File: config.mk
export PLATFORM = sky130hd
export DESIGN_NAME = add_round_key_stream
export DESIGN_NICKNAME = d
export VERILOG_FILES = /design/src/rtl/add_round_key_stream.sv
export SDC_FILE = /design/constraint.sdc
export NUM_CORES = 2
export LEC_CHECK = 0
export ABC_AREA = 1
export CAP_MARGIN = 25
export CORE_MARGIN = 5
export CORE_UTILIZATION = 33
export CTS_BUF_LIST = sky130_fd_sc_hd__clkbuf_4 sky130_fd_sc_hd__clkbuf_8
export CTS_CLUSTER_SIZE = 40
export DETAILED_ROUTE_END_ITERATION = 8
export PLACE_DENSITY_LB_ADDON = 0.05
export SLEW_MARGIN = 0
export SYNTH_ARGS = -nofsm -noshare
export SYNTH_HDL_FRONTEND = slang
export SYNTH_SLANG_ARGS = --single-unit
File: constraint.sdc
create_clock -name clk -period 123.1 [get_ports clk]
set_input_delay 12.31 -clock clk [delete_from_list [all_inputs] [get_ports clk]]
set_output_delay 12.31 -clock clk [all_outputs]
set_load 0.01 [all_outputs]
File: src/rtl/add_round_key_stream.sv
// AES AddRoundKey over a byte-lane stream: each 16-byte block is XORed with a stored round key.
// The key is snapshotted on the first beat and held for the whole block; the output is a single registered stage.
module add_round_key_stream #(
    parameter int LANES    = 4,
    parameter int NUM_KEYS = 15,
    parameter int IDXW     = 4
) (
    input  logic                 clk,
    input  logic                 rst,
    input  logic                 key_wr_en,
    input  logic [IDXW-1:0]      key_wr_idx,
    input  logic [127:0]         key_wr_data,
    input  logic                 in_valid,
    output logic                 in_ready,
    input  logic [8*LANES-1:0]   in_data,
    input  logic [IDXW-1:0]      in_key_idx,
    input  logic                 in_bypass,
    output logic                 out_valid,
    input  logic                 out_ready,
    output logic [8*LANES-1:0]   out_data,
    output logic                 out_last,
    output logic [15:0]          block_cnt,
    output logic                 err_key
);

    localparam int BEATS = 16 / LANES;
    localparam int BW    = (BEATS > 1) ? $clog2(BEATS) : 1;
    localparam int DW    = 8 * LANES;
    localparam logic [IDXW:0] NUM_KEYS_W = (IDXW+1)'(NUM_KEYS);

    logic [127:0]  key_mem_q [NUM_KEYS];
    logic [127:0]  key_mem_d [NUM_KEYS];
    logic [BW-1:0] beat_q, beat_d;
    logic [127:0]  snap_key_q, snap_key_d;
    logic          out_valid_q, out_valid_d;
    logic [DW-1:0] out_data_q, out_data_d;
    logic          out_last_q, out_last_d;
    logic [15:0]   block_cnt_q, block_cnt_d;
    logic          err_key_q, err_key_d;

    logic          in_fire, out_fire, first_beat, last_beat, idx_ok, wr_ok;
    logic [127:0]  sel_key, cur_key;
    logic [DW-1:0] key_beat;

    // Bypass and out-of-range slots both collapse to an all-zero key, so one snapshot register covers them.
    always_comb begin
        in_ready   = !out_valid_q || out_ready;
        in_fire    = in_valid && in_ready;
        out_fire   = out_valid_q && out_ready;
        first_beat = (beat_q == '0);
        last_beat  = (beat_q == BW'(BEATS - 1));
        idx_ok     = {1'b0, in_key_idx} < NUM_KEYS_W;
        wr_ok      = {1'b0, key_wr_idx} < NUM_KEYS_W;

        sel_key = '0;
        for (int i = 0; i < NUM_KEYS; i++) begin
            if (in_key_idx == IDXW'(i)) begin
                sel_key = key_mem_q[i];
            end
        end
        if (in_bypass) begin
            sel_key = '0;
        end

        cur_key  = first_beat ? sel_key : snap_key_q;
        key_beat = cur_key[DW*int'(beat_q) +: DW];
    end

    always_comb begin
        key_mem_d = key_mem_q;
        if (key_wr_en && wr_ok) begin
            for (int i = 0; i < NUM_KEYS; i++) begin
                if (key_wr_idx == IDXW'(i)) begin
                    key_mem_d[i] = key_wr_data;
                end
            end
        end
    end

    always_comb begin
        beat_d      = beat_q;
        snap_key_d  = snap_key_q;
        out_valid_d = out_valid_q;
        out_data_d  = out_data_q;
        out_last_d  = out_last_q;
        err_key_d   = err_key_q;
        block_cnt_d = block_cnt_q;

        if (out_fire && out_last_q) begin
            block_cnt_d = block_cnt_q + 16'd1;
        end

        if (in_fire) begin
            beat_d      = last_beat ? '0 : beat_q + 1'b1;
            out_valid_d = 1'b1;
            out_data_d  = in_data ^ key_beat;
            out_last_d  = last_beat;
            if (first_beat) begin
                snap_key_d = sel_key;
                if (!idx_ok) begin
                    err_key_d = 1'b1;
                end
            end
        end else if (out_fire) begin
            out_valid_d = 1'b0;
        end
    end

    always_ff @(posedge clk or posedge rst) begin
        if (rst) begin
            for (int i = 0; i < NUM_KEYS; i++) begin
                key_mem_q[i] <= '0;
            end
            beat_q      <= '0;
            snap_key_q  <= '0;
            out_valid_q <= 1'b0;
            out_data_q  <= '0;
            out_last_q  <= 1'b0;
            block_cnt_q <= '0;
            err_key_q   <= 1'b0;
        end else begin
            key_mem_q   <= key_mem_d;
            beat_q      <= beat_d;
            snap_key_q  <= snap_key_d;
            out_valid_q <= out_valid_d;
            out_data_q  <= out_data_d;
            out_last_q  <= out_last_d;
            block_cnt_q <= block_cnt_d;
            err_key_q   <= err_key_d;
        end
    end

    assign out_valid = out_valid_q;
    assign out_data  = out_data_q;
    assign out_last  = out_last_q;
    assign block_cnt = block_cnt_q;
    assign err_key   = err_key_q;

endmodule

== After elaboration in Yosys (flattened, before gate mapping) ==
Index checks and enable logic that the tools add are counted.
Storage, ports and cells
  memories kept: 0
  bits in read-only memories: 0
  register bits after elaboration: 2101
  bits in latches: 0
  input bits: 174
  logic and storage cells: 104
  memory bits (writable): 0
Cells by class
  muxes and demuxes: 20
  $add $sub $neg: 2
  bitwise gates (word level): 2
  order comparisons: 2
  divide/modulo/power cells: 0
  shift-type cells: 1
  reductions and logical operators: 26
  equality and inequality tests: 29
  multiply operators: 0
Operators by type and width (number)
  two-way mux 128 bit: 17
  indexed part select 128 x 8 -> 32 bit: 1
  equality test 4 bit, second input constant: 14
  equality test 4 x 3 -> 1 bit, second input constant: 8
  XOR 32 bit: 1
  AND reduction 2 bit: 15
  adder 16 x 1 -> 16 bit, second input constant: 1
  equality test 4 x 2 -> 1 bit, second input constant: 4
  equality test 4 x 1 -> 1 bit, second input constant: 2
  logical NOT 4 bit: 2
  < comparator 4 bit, second input constant: 2
  logical AND 1 bit: 4
  AND reduction 3 bit: 1
  adder 2 x 1 -> 2 bit, second input constant: 1
  equality test 2 bit, second input constant: 1
  logical NOT 2 bit: 1
  two-way mux 1 bit: 2
  two-way mux 2 bit: 1
  nonzero test 2 bit: 1
  logical NOT 1 bit: 1
  logical OR 1 bit: 1
  inverter 1 bit: 1

== Longest topological paths before layout ==
  depth in word-level cells: 20
  mapped depth: 21
  mapped depth without buffers: 20

== Worst setup path after synthesis ==
Ideal clock, no wire load.
  kind: input -> output
  start: input out_ready
  end: output in_ready
  stages: 2
  slack: 98346 ps
  data arrival time: 12444 ps
  buffers on the path: 0
  path through: inv_1 -> nand2_1
Between the ends
  cells in the longest elaborated chain, start to end: 1
RTL lines
  start, declared: line 19  | input logic out_ready,
  logical OR 1 bit: line 47  | in_ready = !out_valid_q || out_ready;
  end, declared: line 14  | output logic in_ready,
No other way between the ends.

== Worst setup path in the final report ==
Same ends and word-level chain as after synthesis.

==> results.py <==
metrics = {
    "run_status": {
        "outcome": "complete, no violations",
    },
    "critical_path": {
        "required_ns": 110.79,
        "critPathKind": "in -> out",
        "cp-startpoint": "out_ready",
        "critPathMaxFanout": 3,
        "timing.rr.start": "beat_q[0]",
        "cp-end-kind": "primary output",
        "startpoint_type": "input port",
        "worst_ep_arrival_time_ns": 13.50,
    },
    "sta": {
        "slew_headroom": 0.2247,
        "period_share": 0.2097,
        "tightest_slew_ns": 1.163,
        "fin_tns_setup_ns": 0,
        "slew_violations": 0,
        "min_period_ns": 25.81,
        "rsz0062_at_grt": "no",
        "fmax_mhz": 38.74,
        "finalClockSkew_ns": 0.05772,
        "hold_violations": 0,
        "layout_setup_ws_ns": 97.29,
        "setup_viol": 0,
    },
    "clock_tree": {
        "postCtsSetupBuffers": 0,
        "clock-sinks": 2101,
        "cts_tree": "done",
        "path_clk_slew_ns": 0.05,
        "worstSkewPairLatency_ns": 1.01,
        "ctsResizeCount": 0,
        "numCtsBuffers": 390,
        "cts_hold_buffers": 0,
        "root_buffer": "clkbuf_8",
        "htreeDepth": 5,
        "clock_path_buffers": 4,
    },
    "detailed_routing": {
        "drtIter0Drc": 7356,
        "post_drt_wl_per_cell_um": 23.23,
        "dr.pass1.iters": 6,
        "final_antenna_net_count": 0,
        "num_vias": 78930,
        "vias_per_cell": 5.044,
        "post-route-drc-count": 0,
        "routed_wl_um": 363500,
    },
    "synth": {
        "synthCells": 11740,
        "ys_ff_latch": 2101,
        "synthDistinctLibCells": 34,
        "ys_seq_area_frac": 0.5569,
        "synthFlopType": "dfrtp_1",
        "ys_async_sr_fraction": 1.000,
        "yosys_warnings": 0,
        "avgSynthCellArea_um2": 8.043,
        "synth_nets": 11910,
        "netlist_area_mm2": 0.09440,
        "synth_edf_count": 0,
    },
    "global_route": {
        "antenna_found_initial": 24,
        "globalRouteOverflowTotal": 0,
        "grt_pass1_wl_um": 531500,
        "grt_pass1_vias": 75080,
        "grt_usage": 0.2414,
        "grt_max_degree": 203,
    },
    "power_and_ir_drop": {
        "p_sw_uw": 645.6,
        "p_leak_uw": 0.05091,
        "clockPowerShare": 0.350,
        "p_sw_frac": 0.3184,
        "p_int_uw": 1382,
        "p_comb_frac": 0.193,
        "power.total_uw": 2028,
        "seqPwrFrac": 0.457,
        "vdd_drop_max_uv": 9.616,
        "powerDensity_mw_per_mm2": 18.84,
    },
    "floorplanning": {
        "rows": 196,
        "core-area_mm2": 0.2850,
        "die_x_um": 544.9,
        "die_area_mm2": 0.2969,
        "start_util": 0.3313,
        "ios": 226,
        "die_h_um": 544.9,
    },
    "cells_and_area": {
        "final_nets": 11770,
        "regArea_mm2": 0.05258,
        "final_layout_size_suffix_gt1_frac": 0.08090,
        "multiInputGateArea_mm2": 0.03533,
        "fill_cells": 29520,
        "area_growth_pct": 14.04,
    },
    "run": {
        "cap_violations": 0,
    },
    "placed_design": {
        "globalplace.congestion": 0.8000,
        "post-place-ws_ns": 97.28,
        "hpwl_um": 208200,
        "io_buffers": 225,
    },
    "min_path": {
        "hp-start": "block_cnt[15]",
        "hold_class": "reg -> reg",
    },
}
[metal layers]
metal,GRT usage,vias up,share of wire
met1,0.3407,38790,0.46
li1,-,37490,-
met2,0.3886,2147,0.46
met4,0.05420,10,0.021
met5,0,-,0.00015
met3,0.04183,493,0.060
[metrics by stage]
step / hold WS [ns] / util / std cells / area [um^2]
2_1_floorplan: 0.4455 / - / 11740 / 94400
3_3_place_gp: 0.4575 / 0.3483 / 14950 / 99240
3_5_place_dp: 0.4587 / 0.3484 / 14960 / 99290
4_1_cts: 0.4692 / 0.3770 / 15630 / 107400
5_1_grt: 0.4885 / 0.3777 / 15640 / 107600
6_report: 0.4614 / 0.3778 / 15650 / 107700
[logic make-up after synthesis]
| group | after synthesis | share of synthesized area |
|---|---|---|
| buf+inv | 1730 | 0.07079 |
| compound gates | 2253 | 0.1212 |
| flops | 2101 | 0.5569 |
| simple gates | 5634 | 0.2492 |
| fa+ha+maj | 3 | 0.0003977 |
| mux | 1 | 0.0001193 |
| xor+xnor | 15 | 0.001392 |
[sequential cells by signal (all words and copies together), names as in the netlist]
name        flops
block_cnt      16
out_valid       1
out_last        1
snap_key_q    128
key_mem_q    1920
beat_q          2
err_key         1
out_data       32
[synth_stat cells (3+ instances only)]
| library cell | n | area, um^2 |
|---|---|---|
| a21oi_1 | 343 | 1717 |
| a31oi_1 | 128 | 800.8 |
| buf_1 | 43 | 161.4 |
| buf_2 | 92 | 460.4 |
| buf_4 | 9 | 67.56 |
| buf_6 | 5 | 56.30 |
| clkbuf_1 | 756 | 2838 |
| dfrtp_1 | 2101 | 52580 |
| ha_1 | 3 | 37.54 |
| inv_1 | 814 | 3055 |
| inv_2 | 8 | 30.03 |
| nand2_1 | 3501 | 13140 |
| nand3_1 | 710 | 3553 |
| nand4_1 | 349 | 2183 |
| nor2_1 | 840 | 3153 |
| nor2_2 | 6 | 37.54 |
| nor2_4 | 3 | 33.78 |
| nor3_1 | 5 | 25.02 |
| o21ai_0 | 1773 | 8874 |
| o21ai_1 | 8 | 40.04 |
| or2_0 | 115 | 719.4 |
| or2_1 | 11 | 68.82 |
| or2_2 | 88 | 550.5 |
| xnor2_1 | 5 | 43.79 |
| xor2_1 | 10 | 87.58 |
[layout make-up]
cell class                      instances  share of cell area
Clock buffer                          637             0.07261
Multi-Input combinational cell       7906              0.3282
Clock inverter                         41            0.002941
Inverter                              825             0.02923
Tap cell                             3762             0.04372
Timing Repair Buffer                  369             0.03468
Antenna cell                            9           0.0002092
Sequential cell                      2101              0.4884
[worst max-delay path, cell delays in order]
cell and delay (ns):
clkdlybuf4s50_1 0.50, inv_1 0.05, nand2_1 0.09, clkdlybuf4s50_1 0.55
[power by group through the flow]
stage	sequential (uW)	clock, uW	combinational [uW]
finish	926	710	392
global route	945	763	445
CTS	925	732	393
detailed placement	936	0	391
global placement	931	0	384
floorplan	933	0	247
[cell usage in the layout (no fill, tap or decap), types with 2 or more instances in the layout]
| master | Yosys | layout |
|---|---|---|
| nor2_1 | 840 | 836 |
| nor3_1 | 5 | 2 |
| clkbuf_4 | 0 | 152 |
| nor2_4 | 3 | 11 |
| inv_6 | 0 | 8 |
| nor3_2 | 0 | 3 |
| clkinv_2 | 0 | 28 |
| nand2_1 | 3501 | 3489 |
| o21ai_1 | 8 | 8 |
| inv_8 | 0 | 5 |
| ha_1 | 3 | 3 |
| o21ai_0 | 1773 | 1773 |
| a21oi_1 | 343 | 343 |
| buf_4 | 9 | 115 |
| dfrtp_1 | 2101 | 2100 |
| inv_2 | 8 | 6 |
| nor2_2 | 6 | 2 |
| a31oi_1 | 128 | 128 |
| nand3_1 | 710 | 708 |
| nand4_1 | 349 | 349 |
| nand2_4 | 1 | 12 |
| inv_1 | 814 | 809 |
| clkdlybuf4s50_1 | 0 | 225 |
| clkinvlp_4 | 0 | 5 |
| xnor2_1 | 5 | 5 |
| diode_2 | 0 | 9 |
| buf_12 | 0 | 21 |
| nand2_2 | 2 | 2 |
| clkbuf_8 | 0 | 485 |
| xor2_1 | 10 | 10 |
| nand3_4 | 0 | 2 |
| buf_16 | 0 | 7 |
| or2_2 | 88 | 88 |
| or2_1 | 11 | 11 |
| or2_0 | 115 | 115 |
| bufinv_16 | 0 | 3 |
[worst paths after layout]
path                                         to  slack (ns)  depth (start not counted)
worst max-delay path                   in_ready       97.29                          4
worst min-delay path              block_cnt[15]        0.46                          1
worst max register to register     out_data[31]      118.03                         15
worst min register to register    block_cnt[15]        0.46                          1
max in group asynchronous       key_mem_q[1634]      106.79                          8
min in group asynchronous       key_mem_q[1422]       11.90                          2
Power figures use the tool's default switching activity.
